File: src/rtl/uart_rx.sv
// rtl/uart_rx.sv - AXI-Lite mapped 8N1 UART receiver with status, data and baud registers
// Oversamples rx_pin through a 2-flop synchronizer; one-entry holding register with overrun/framing flags.
module uart_rx #(
  parameter int unsigned WIDTH_DA     = 32,
  parameter int unsigned WIDTH_AD     = 32,
  parameter logic [31:0] BAUD_DEFAULT = 32'h1B8
) (
  input  logic                S_AXI_ACLK,
  input  logic                S_AXI_ARESET,
  input  logic [WIDTH_AD-1:0] S_AXI_AWADDR,
  input  logic                S_AXI_AWVALID,
  output logic                S_AXI_AWREADY,
  input  logic [WIDTH_DA-1:0] S_AXI_WDATA,
  input  logic                S_AXI_WVALID,
  output logic                S_AXI_WREADY,
  output logic [1:0]          S_AXI_BRESP,
  output logic                S_AXI_BVALID,
  input  logic                S_AXI_BREADY,
  input  logic [WIDTH_AD-1:0] S_AXI_ARADDR,
  input  logic                S_AXI_ARVALID,
  output logic                S_AXI_ARREADY,
  output logic [WIDTH_DA-1:0] S_AXI_RDATA,
  output logic [1:0]          S_AXI_RRESP,
  output logic                S_AXI_RVALID,
  input  logic                S_AXI_RREADY,
  input  logic                rx_pin
);
  typedef enum logic [1:0] {W_IDLE, W_DATA, W_RESP} w_state_t;
  typedef enum logic [2:0] {RX_IDLE, RX_START, RX_DATA, RX_STOP, RX_WAIT} rx_state_t;

  localparam logic [7:0]  ADDR_STATE = 8'h00;
  localparam logic [7:0]  ADDR_RX    = 8'h04;
  localparam logic [7:0]  ADDR_BAUD  = 8'h08;
  localparam logic [15:0] BAUD_RST   = BAUD_DEFAULT[15:0];

  w_state_t            r_wstate, w_wstate_nxt;
  rx_state_t           r_rxstate, w_rxstate_nxt;
  logic [7:0]          r_awaddr;
  logic [15:0]         r_baud;
  logic                r_rx_valid, r_overrun, r_frame_err;
  logic [7:0]          r_rx_data, r_shift;
  logic [1:0]          r_sync;
  logic [15:0]         r_cnt;
  logic [2:0]          r_bit_cnt;
  logic                r_rvalid;
  logic [WIDTH_DA-1:0] r_rdata;
  logic [WIDTH_DA-1:0] w_rd_mux;
  logic w_rx_s, w_aw_hs, w_w_hs, w_ar_hs, w_rx_rd, w_bit_evt;
  logic w_cnt_clr, w_bit_clr, w_shift_en, w_deliver, w_ferr_set, w_ovr_set;
  logic w_w1c_ovr, w_w1c_ferr;
  logic w_unused;

  assign w_unused = ^{S_AXI_AWADDR, S_AXI_ARADDR, S_AXI_WDATA};

  assign S_AXI_AWREADY = (r_wstate == W_IDLE);
  assign S_AXI_WREADY  = (r_wstate == W_DATA);
  assign S_AXI_BVALID  = (r_wstate == W_RESP);
  assign S_AXI_BRESP   = 2'b00;
  assign S_AXI_ARREADY = ~r_rvalid;
  assign S_AXI_RVALID  = r_rvalid;
  assign S_AXI_RDATA   = r_rdata;
  assign S_AXI_RRESP   = 2'b00;

  assign w_aw_hs    = S_AXI_AWVALID & S_AXI_AWREADY;
  assign w_w_hs     = S_AXI_WVALID & S_AXI_WREADY;
  assign w_ar_hs    = S_AXI_ARVALID & S_AXI_ARREADY;
  assign w_rx_rd    = w_ar_hs & (S_AXI_ARADDR[7:0] == ADDR_RX);
  assign w_w1c_ovr  = w_w_hs & (r_awaddr == ADDR_STATE) & S_AXI_WDATA[1];
  assign w_w1c_ferr = w_w_hs & (r_awaddr == ADDR_STATE) & S_AXI_WDATA[2];
  assign w_ovr_set  = w_deliver & r_rx_valid & ~w_rx_rd;
  assign w_rx_s     = r_sync[1];
  assign w_bit_evt  = (r_cnt >= r_baud);

  always_ff @(posedge S_AXI_ACLK or posedge S_AXI_ARESET) begin
    if (S_AXI_ARESET) r_wstate <= W_IDLE;
    else              r_wstate <= w_wstate_nxt;
  end

  always_comb begin
    w_wstate_nxt = r_wstate;
    case (r_wstate)
      W_IDLE:  if (S_AXI_AWVALID) w_wstate_nxt = W_DATA;
      W_DATA:  if (S_AXI_WVALID)  w_wstate_nxt = W_RESP;
      W_RESP:  if (S_AXI_BREADY)  w_wstate_nxt = W_IDLE;
      default: w_wstate_nxt = W_IDLE;
    endcase
  end

  always_ff @(posedge S_AXI_ACLK or posedge S_AXI_ARESET) begin
    if (S_AXI_ARESET) begin
      r_awaddr <= '0;
      r_baud   <= BAUD_RST;
    end else begin
      if (w_aw_hs) r_awaddr <= S_AXI_AWADDR[7:0];
      if (w_w_hs && (r_awaddr == ADDR_BAUD)) r_baud <= S_AXI_WDATA[15:0];
    end
  end

  always_comb begin
    w_rd_mux = '0;
    case (S_AXI_ARADDR[7:0])
      ADDR_STATE: w_rd_mux[2:0]  = {r_frame_err, r_overrun, r_rx_valid};
      ADDR_RX:    w_rd_mux[7:0]  = r_rx_data;
      ADDR_BAUD:  w_rd_mux[15:0] = r_baud;
      default:    ;
    endcase
  end

  always_ff @(posedge S_AXI_ACLK or posedge S_AXI_ARESET) begin
    if (S_AXI_ARESET) begin
      r_rvalid <= 1'b0;
      r_rdata  <= '0;
    end else if (w_ar_hs) begin
      r_rvalid <= 1'b1;
      r_rdata  <= w_rd_mux;
    end else if (S_AXI_RREADY) begin
      r_rvalid <= 1'b0;
    end
  end

  // Sets take priority over a same-cycle W1C of the same flag.
  always_ff @(posedge S_AXI_ACLK or posedge S_AXI_ARESET) begin
    if (S_AXI_ARESET) begin
      r_rx_valid  <= 1'b0;
      r_rx_data   <= '0;
      r_overrun   <= 1'b0;
      r_frame_err <= 1'b0;
    end else begin
      if (w_deliver && !w_ovr_set) begin
        r_rx_data  <= r_shift;
        r_rx_valid <= 1'b1;
      end else if (w_rx_rd) begin
        r_rx_valid <= 1'b0;
      end
      if (w_ovr_set)       r_overrun <= 1'b1;
      else if (w_w1c_ovr)  r_overrun <= 1'b0;
      if (w_ferr_set)      r_frame_err <= 1'b1;
      else if (w_w1c_ferr) r_frame_err <= 1'b0;
    end
  end

  always_ff @(posedge S_AXI_ACLK or posedge S_AXI_ARESET) begin
    if (S_AXI_ARESET) begin
      r_sync    <= 2'b11;
      r_rxstate <= RX_IDLE;
      r_cnt     <= '0;
      r_bit_cnt <= '0;
      r_shift   <= '0;
    end else begin
      r_sync    <= {r_sync[0], rx_pin};
      r_rxstate <= w_rxstate_nxt;
      r_cnt     <= w_cnt_clr ? 16'd0 : r_cnt + 16'd1;
      if (w_bit_clr)       r_bit_cnt <= '0;
      else if (w_shift_en) r_bit_cnt <= r_bit_cnt + 3'd1;
      if (w_shift_en) r_shift[r_bit_cnt] <= w_rx_s;
    end
  end

  always_comb begin
    w_rxstate_nxt = r_rxstate;
    w_cnt_clr     = 1'b0;
    w_bit_clr     = 1'b0;
    w_shift_en    = 1'b0;
    w_deliver     = 1'b0;
    w_ferr_set    = 1'b0;
    case (r_rxstate)
      RX_IDLE: begin
        if (!w_rx_s) begin
          w_cnt_clr     = 1'b1;
          w_rxstate_nxt = RX_START;
        end
      end
      RX_START: begin
        if (r_cnt == (r_baud >> 1)) begin
          if (!w_rx_s) begin
            w_cnt_clr     = 1'b1;
            w_bit_clr     = 1'b1;
            w_rxstate_nxt = RX_DATA;
          end else begin
            w_rxstate_nxt = RX_IDLE;
          end
        end
      end
      RX_DATA: begin
        if (w_bit_evt) begin
          w_shift_en = 1'b1;
          w_cnt_clr  = 1'b1;
          if (r_bit_cnt == 3'd7) w_rxstate_nxt = RX_STOP;
        end
      end
      RX_STOP: begin
        if (w_bit_evt) begin
          w_cnt_clr = 1'b1;
          if (w_rx_s) begin
            w_deliver     = 1'b1;
            w_rxstate_nxt = RX_IDLE;
          end else begin
            w_ferr_set    = 1'b1;
            w_rxstate_nxt = RX_WAIT;
          end
        end
      end
      // Hold off until the line returns high so a stuck-low line cannot retrigger.
      RX_WAIT: if (w_rx_s) w_rxstate_nxt = RX_IDLE;
      default: w_rxstate_nxt = RX_IDLE;
    endcase
  end
endmodule

File: config.mk
export PLATFORM = sky130hd
export DESIGN_NAME = uart_rx
export DESIGN_NICKNAME = d
export VERILOG_FILES = /design/src/rtl/uart_rx.sv
export SDC_FILE = /design/constraint.sdc
export NUM_CORES = 1
export LEC_CHECK = 0
export CORE_ASPECT_RATIO = 0.5
export CORE_MARGIN = 4
export CORE_UTILIZATION = 50
export CTS_CLUSTER_DIAMETER = 60
export DETAILED_ROUTE_END_ITERATION = 8
export GPL_TIMING_DRIVEN = 0
export MAX_ROUTING_LAYER = met4
export PLACE_DENSITY = 0.92
export SKIP_LAST_GASP = 1
export SLEW_MARGIN = 40
export SYNTH_ARGS = -nofsm -noshare
export SYNTH_HDL_FRONTEND = slang
export SYNTH_SLANG_ARGS = --single-unit
export TNS_END_PERCENT = 20
File: constraint.sdc
create_clock -name S_AXI_ACLK -period 7 [get_ports S_AXI_ACLK]
set_input_delay 1.75 -clock S_AXI_ACLK [delete_from_list [all_inputs] [get_ports S_AXI_ACLK]]
set_output_delay 1.75 -clock S_AXI_ACLK [all_outputs]
set_load 0.03 [all_outputs]
==> out/qor.csv <==
metric,value,unit
result_of_the_run,finished clean,
die_w,141.3,um
grt-ovfl-total,0,
min_delay_path_depth,0,
routed_via_density,5.295,
setup-violations-final,0,
detailroute.via_count,3156,
io_buffer_count,60,
final_common_cell,sky130_fd_sc_hd__dfrtp_1,
global_route.usage.met3,5.901,%
drive_gt1_share,20.04,%
grt_start_max_net_pins,45,
h-tree-depth,3,
detailedRoute.firstIterationViolations,141,
finalNetCount,602,
gp_routability_congestion,0.8714,
yosysTopAreaCell,sky130_fd_sc_hd__dfrtp_1,
power_per_cell_area,261.6,mW/mm2
worstPathRequired,7230,ps
coreArea,0.008317,mm2
clock_tree_from_tritoncts,built,
number_of_antenna_violations_at_the_first_check_in_global_routing,0,
hold_path.class,flop to flop,
syn-mean-instance-area,11.45,um2
multiInputGateArea,0.002006,mm2
grt_first_pass_wirelength,15990,um
post_drt_wl_per_cell,16.32,um
fillerInstances,617,
wl,9728,um
detail_route.drc_violations,0,
syn_area,0.004443,mm2
antenna_violating_nets_post_route,0,
unrepaired_setup_endpoints_after_global_routing,false,
timing.final.hold_violations,0,
numCtsBuffers,9,
critical_path_class,input pin to flop,
detailedPlacementHpwl,7265,um
critical_path.max_fanout,8,
reg2reg_to,r_shift[2]$_DFFE_PP0P_,
synth-edff-count,0,
worst_ir_drop_vdd,152.5,uV
report.final.slew_viol_count,0,
crit_end_category,flop,
clock_sink_count,86,
seqCellArea,0.002161,mm2
netlist_instances,388,
antennaDiodeCount,0,
globalRouteMet2Util,33.42,%
post_cts_buffers,0,
grt_pass1_vias,3215,
rr_worst_depth,9,
startpoint,S_AXI_ARADDR[0],
maxCapViolations,0,
finalWorstPathRequiredPeriod,3927,ps
final.setup.tns,0,ps
commonest_cells_after_routing_fill_and_taps_aside,"sky130_fd_sc_hd__dfrtp_1 (79), sky130_fd_sc_hd__clkdlybuf4s50_1 (60), sky130_fd_sc_hd__inv_1 (29)",
timing.reg2reg.setup_slack,4110,ps
rows,23,
timing_worst_slew_pin_value,672.8,ps
critical_path_arrival,4160,ps
clock_skew,8.091,ps
endpoint,r_rx_data[5]$_DFFE_PP0P_,
top_level_ports,145,
flow.area_growth_from_synthesis,25.04,%
floorplan.die_area,0.01055,mm2
clockBufferDepth,2,
die_height,74.66,um
floorplan.initialDensity,53.42,%
drt_first_pass_iters,4,
synth_warn,0,
hold_buffer_count_at_cts,0,
grt.met1_usage,24.51,%
utilization,66.80,%
leakage,2.670,nW
synth-seq-area-share,48.63,%
cts.clk_slew.worst_paths,70,ps
maxClockFrequency,254.6,MHz
clock_latency,350,ps
r2r-start,r_baud[15]$_DFFE_PP0P_,
clk_root_buffer_cell,sky130_fd_sc_hd__clkbuf_16,
grt_busiest_layer,met2,
slew_headroom,54.73,%
start_kind,input pin,
netlist.area_leader.share,44.49,%
ys_dominant_reg_cell,sky130_fd_sc_hd__dfrtp_1,
gr-usage-all-layers,20.43,%
finalCritPeriodShare,56.11,%
ys_types,48,
synth_top_cells_by_area,"sky130_fd_sc_hd__dfrtp_1 (44%), sky130_fd_sc_hd__mux2_4 (6.1%), sky130_fd_sc_hd__ha_1 (5.4%)",
cts-resized-gates,0,
ys_ff_latch,86,
postSynth.asyncResetShare,100.0,%
## state kept, by name, summed over array words and instances, names as in the netlist, 2 cells and up
signal and flops:
r_shift 8, S_AXI_RDATA 16, r_sync 2, r_baud 16, r_rxstate 3, r_cnt 16
r_awaddr 8, r_wstate 2, r_bit_cnt 3, r_rx_data 8
## synthesized netlist by cell type, types with 3 or more instances
cell	number
sky130_fd_sc_hd__a21oi_1	7
sky130_fd_sc_hd__a222oi_1	5
sky130_fd_sc_hd__a22o_1	8
sky130_fd_sc_hd__a22oi_1	4
sky130_fd_sc_hd__and3_1	8
sky130_fd_sc_hd__buf_2	4
sky130_fd_sc_hd__buf_4	20
sky130_fd_sc_hd__clkbuf_1	6
sky130_fd_sc_hd__dfrtp_1	79
sky130_fd_sc_hd__dfstp_2	7
sky130_fd_sc_hd__ha_1	19
sky130_fd_sc_hd__inv_1	30
sky130_fd_sc_hd__mux2_2	21
sky130_fd_sc_hd__mux2_4	18
sky130_fd_sc_hd__mux2i_1	6
sky130_fd_sc_hd__nand2_1	19
sky130_fd_sc_hd__nand2b_1	4
sky130_fd_sc_hd__nand3_1	7
sky130_fd_sc_hd__nand4_1	6
sky130_fd_sc_hd__nand4b_1	3
sky130_fd_sc_hd__nor2_1	27
sky130_fd_sc_hd__nor2b_1	5
sky130_fd_sc_hd__o21ai_0	13
sky130_fd_sc_hd__or4_1	3
sky130_fd_sc_hd__xnor2_1	16
sky130_fd_sc_hd__xor2_1	14
## worst min-delay path by stage
stage	from	to
floorplan	r_sync[0]$_DFF_PP1_	r_sync[1]$_DFF_PP1_
global route	r_sync[0]$_DFF_PP1_	r_sync[1]$_DFF_PP1_
global placement	r_sync[0]$_DFF_PP1_	r_sync[1]$_DFF_PP1_
CTS	r_sync[0]$_DFF_PP1_	r_sync[1]$_DFF_PP1_
detailed placement	r_sync[0]$_DFF_PP1_	r_sync[1]$_DFF_PP1_
finish	r_sync[0]$_DFF_PP1_	r_sync[1]$_DFF_PP1_
## worst max-delay path, stage by stage
cell	delay, ps
sky130_fd_sc_hd__clkdlybuf4s50_1	400
sky130_fd_sc_hd__or4_1	540
sky130_fd_sc_hd__nor4_2	290
sky130_fd_sc_hd__nand2b_1	220
sky130_fd_sc_hd__o21ai_2	230
sky130_fd_sc_hd__and4bb_1	240
sky130_fd_sc_hd__buf_6	170
sky130_fd_sc_hd__mux2_4	310
## kinds of logic (layout without fill, tap and decap cells)
group           Yosys count  count (layout)  synth area share [%]
buf+inv                  63             140                 7.829
mux                      45              45                 12.76
xor+xnor                 30              30                 5.914
flops                    86              86                 48.63
other cells               1              20               0.08440
simple gates             98              98                 12.14
fa+ha+maj                19              19                 5.351
compound gates           46              46                 7.294
## cell type report
| type | instances | share of cell area (%) |
|---|---|---|
| Tap cell | 112 | 2.523 |
| Multi-Input combinational cell | 258 | 36.10 |
| Buffer | 33 | 4.234 |
| Timing Repair Buffer | 61 | 11.17 |
| Sequential cell | 86 | 38.90 |
| Clock inverter | 6 | 0.8333 |
| Clock buffer | 10 | 4.122 |
| Inverter | 30 | 2.117 |
## where the power goes
group	switching [mW]	internal, mW	leakage [nW]
Clock	0.203	0.243	0.129
Combinational	0.173	0.178	1.42
Sequential	0.0844	0.572	1.12
Total	0.460	0.993	2.67
## stage by stage
step	worst slack, ps	std cells	cell area (um2)	hold WS [ps]	power, mW
after floorplan	3040	407	4514	345.2	0.9028
after global placement	1754	579	5255	347.2	0.9921
after detailed placement	2751	580	5280	348.7	1.014
after CTS	3091	596	5555	357.4	1.463
after global routing	2953	596	5555	362.5	1.537
final	3073	596	5555	355.9	1.453
## layer usage
| layer | wire (um) | vias to the layer above |
|---|---|---|
| met5 | 0 | - |
| met4 | 212 | 0 |
| met3 | 771 | 23 |
| met2 | 4543 | 108 |
| met1 | 4200 | 1534 |
| li1 | - | 1491 |
Note: power is estimated with default switching activity, not from simulation.
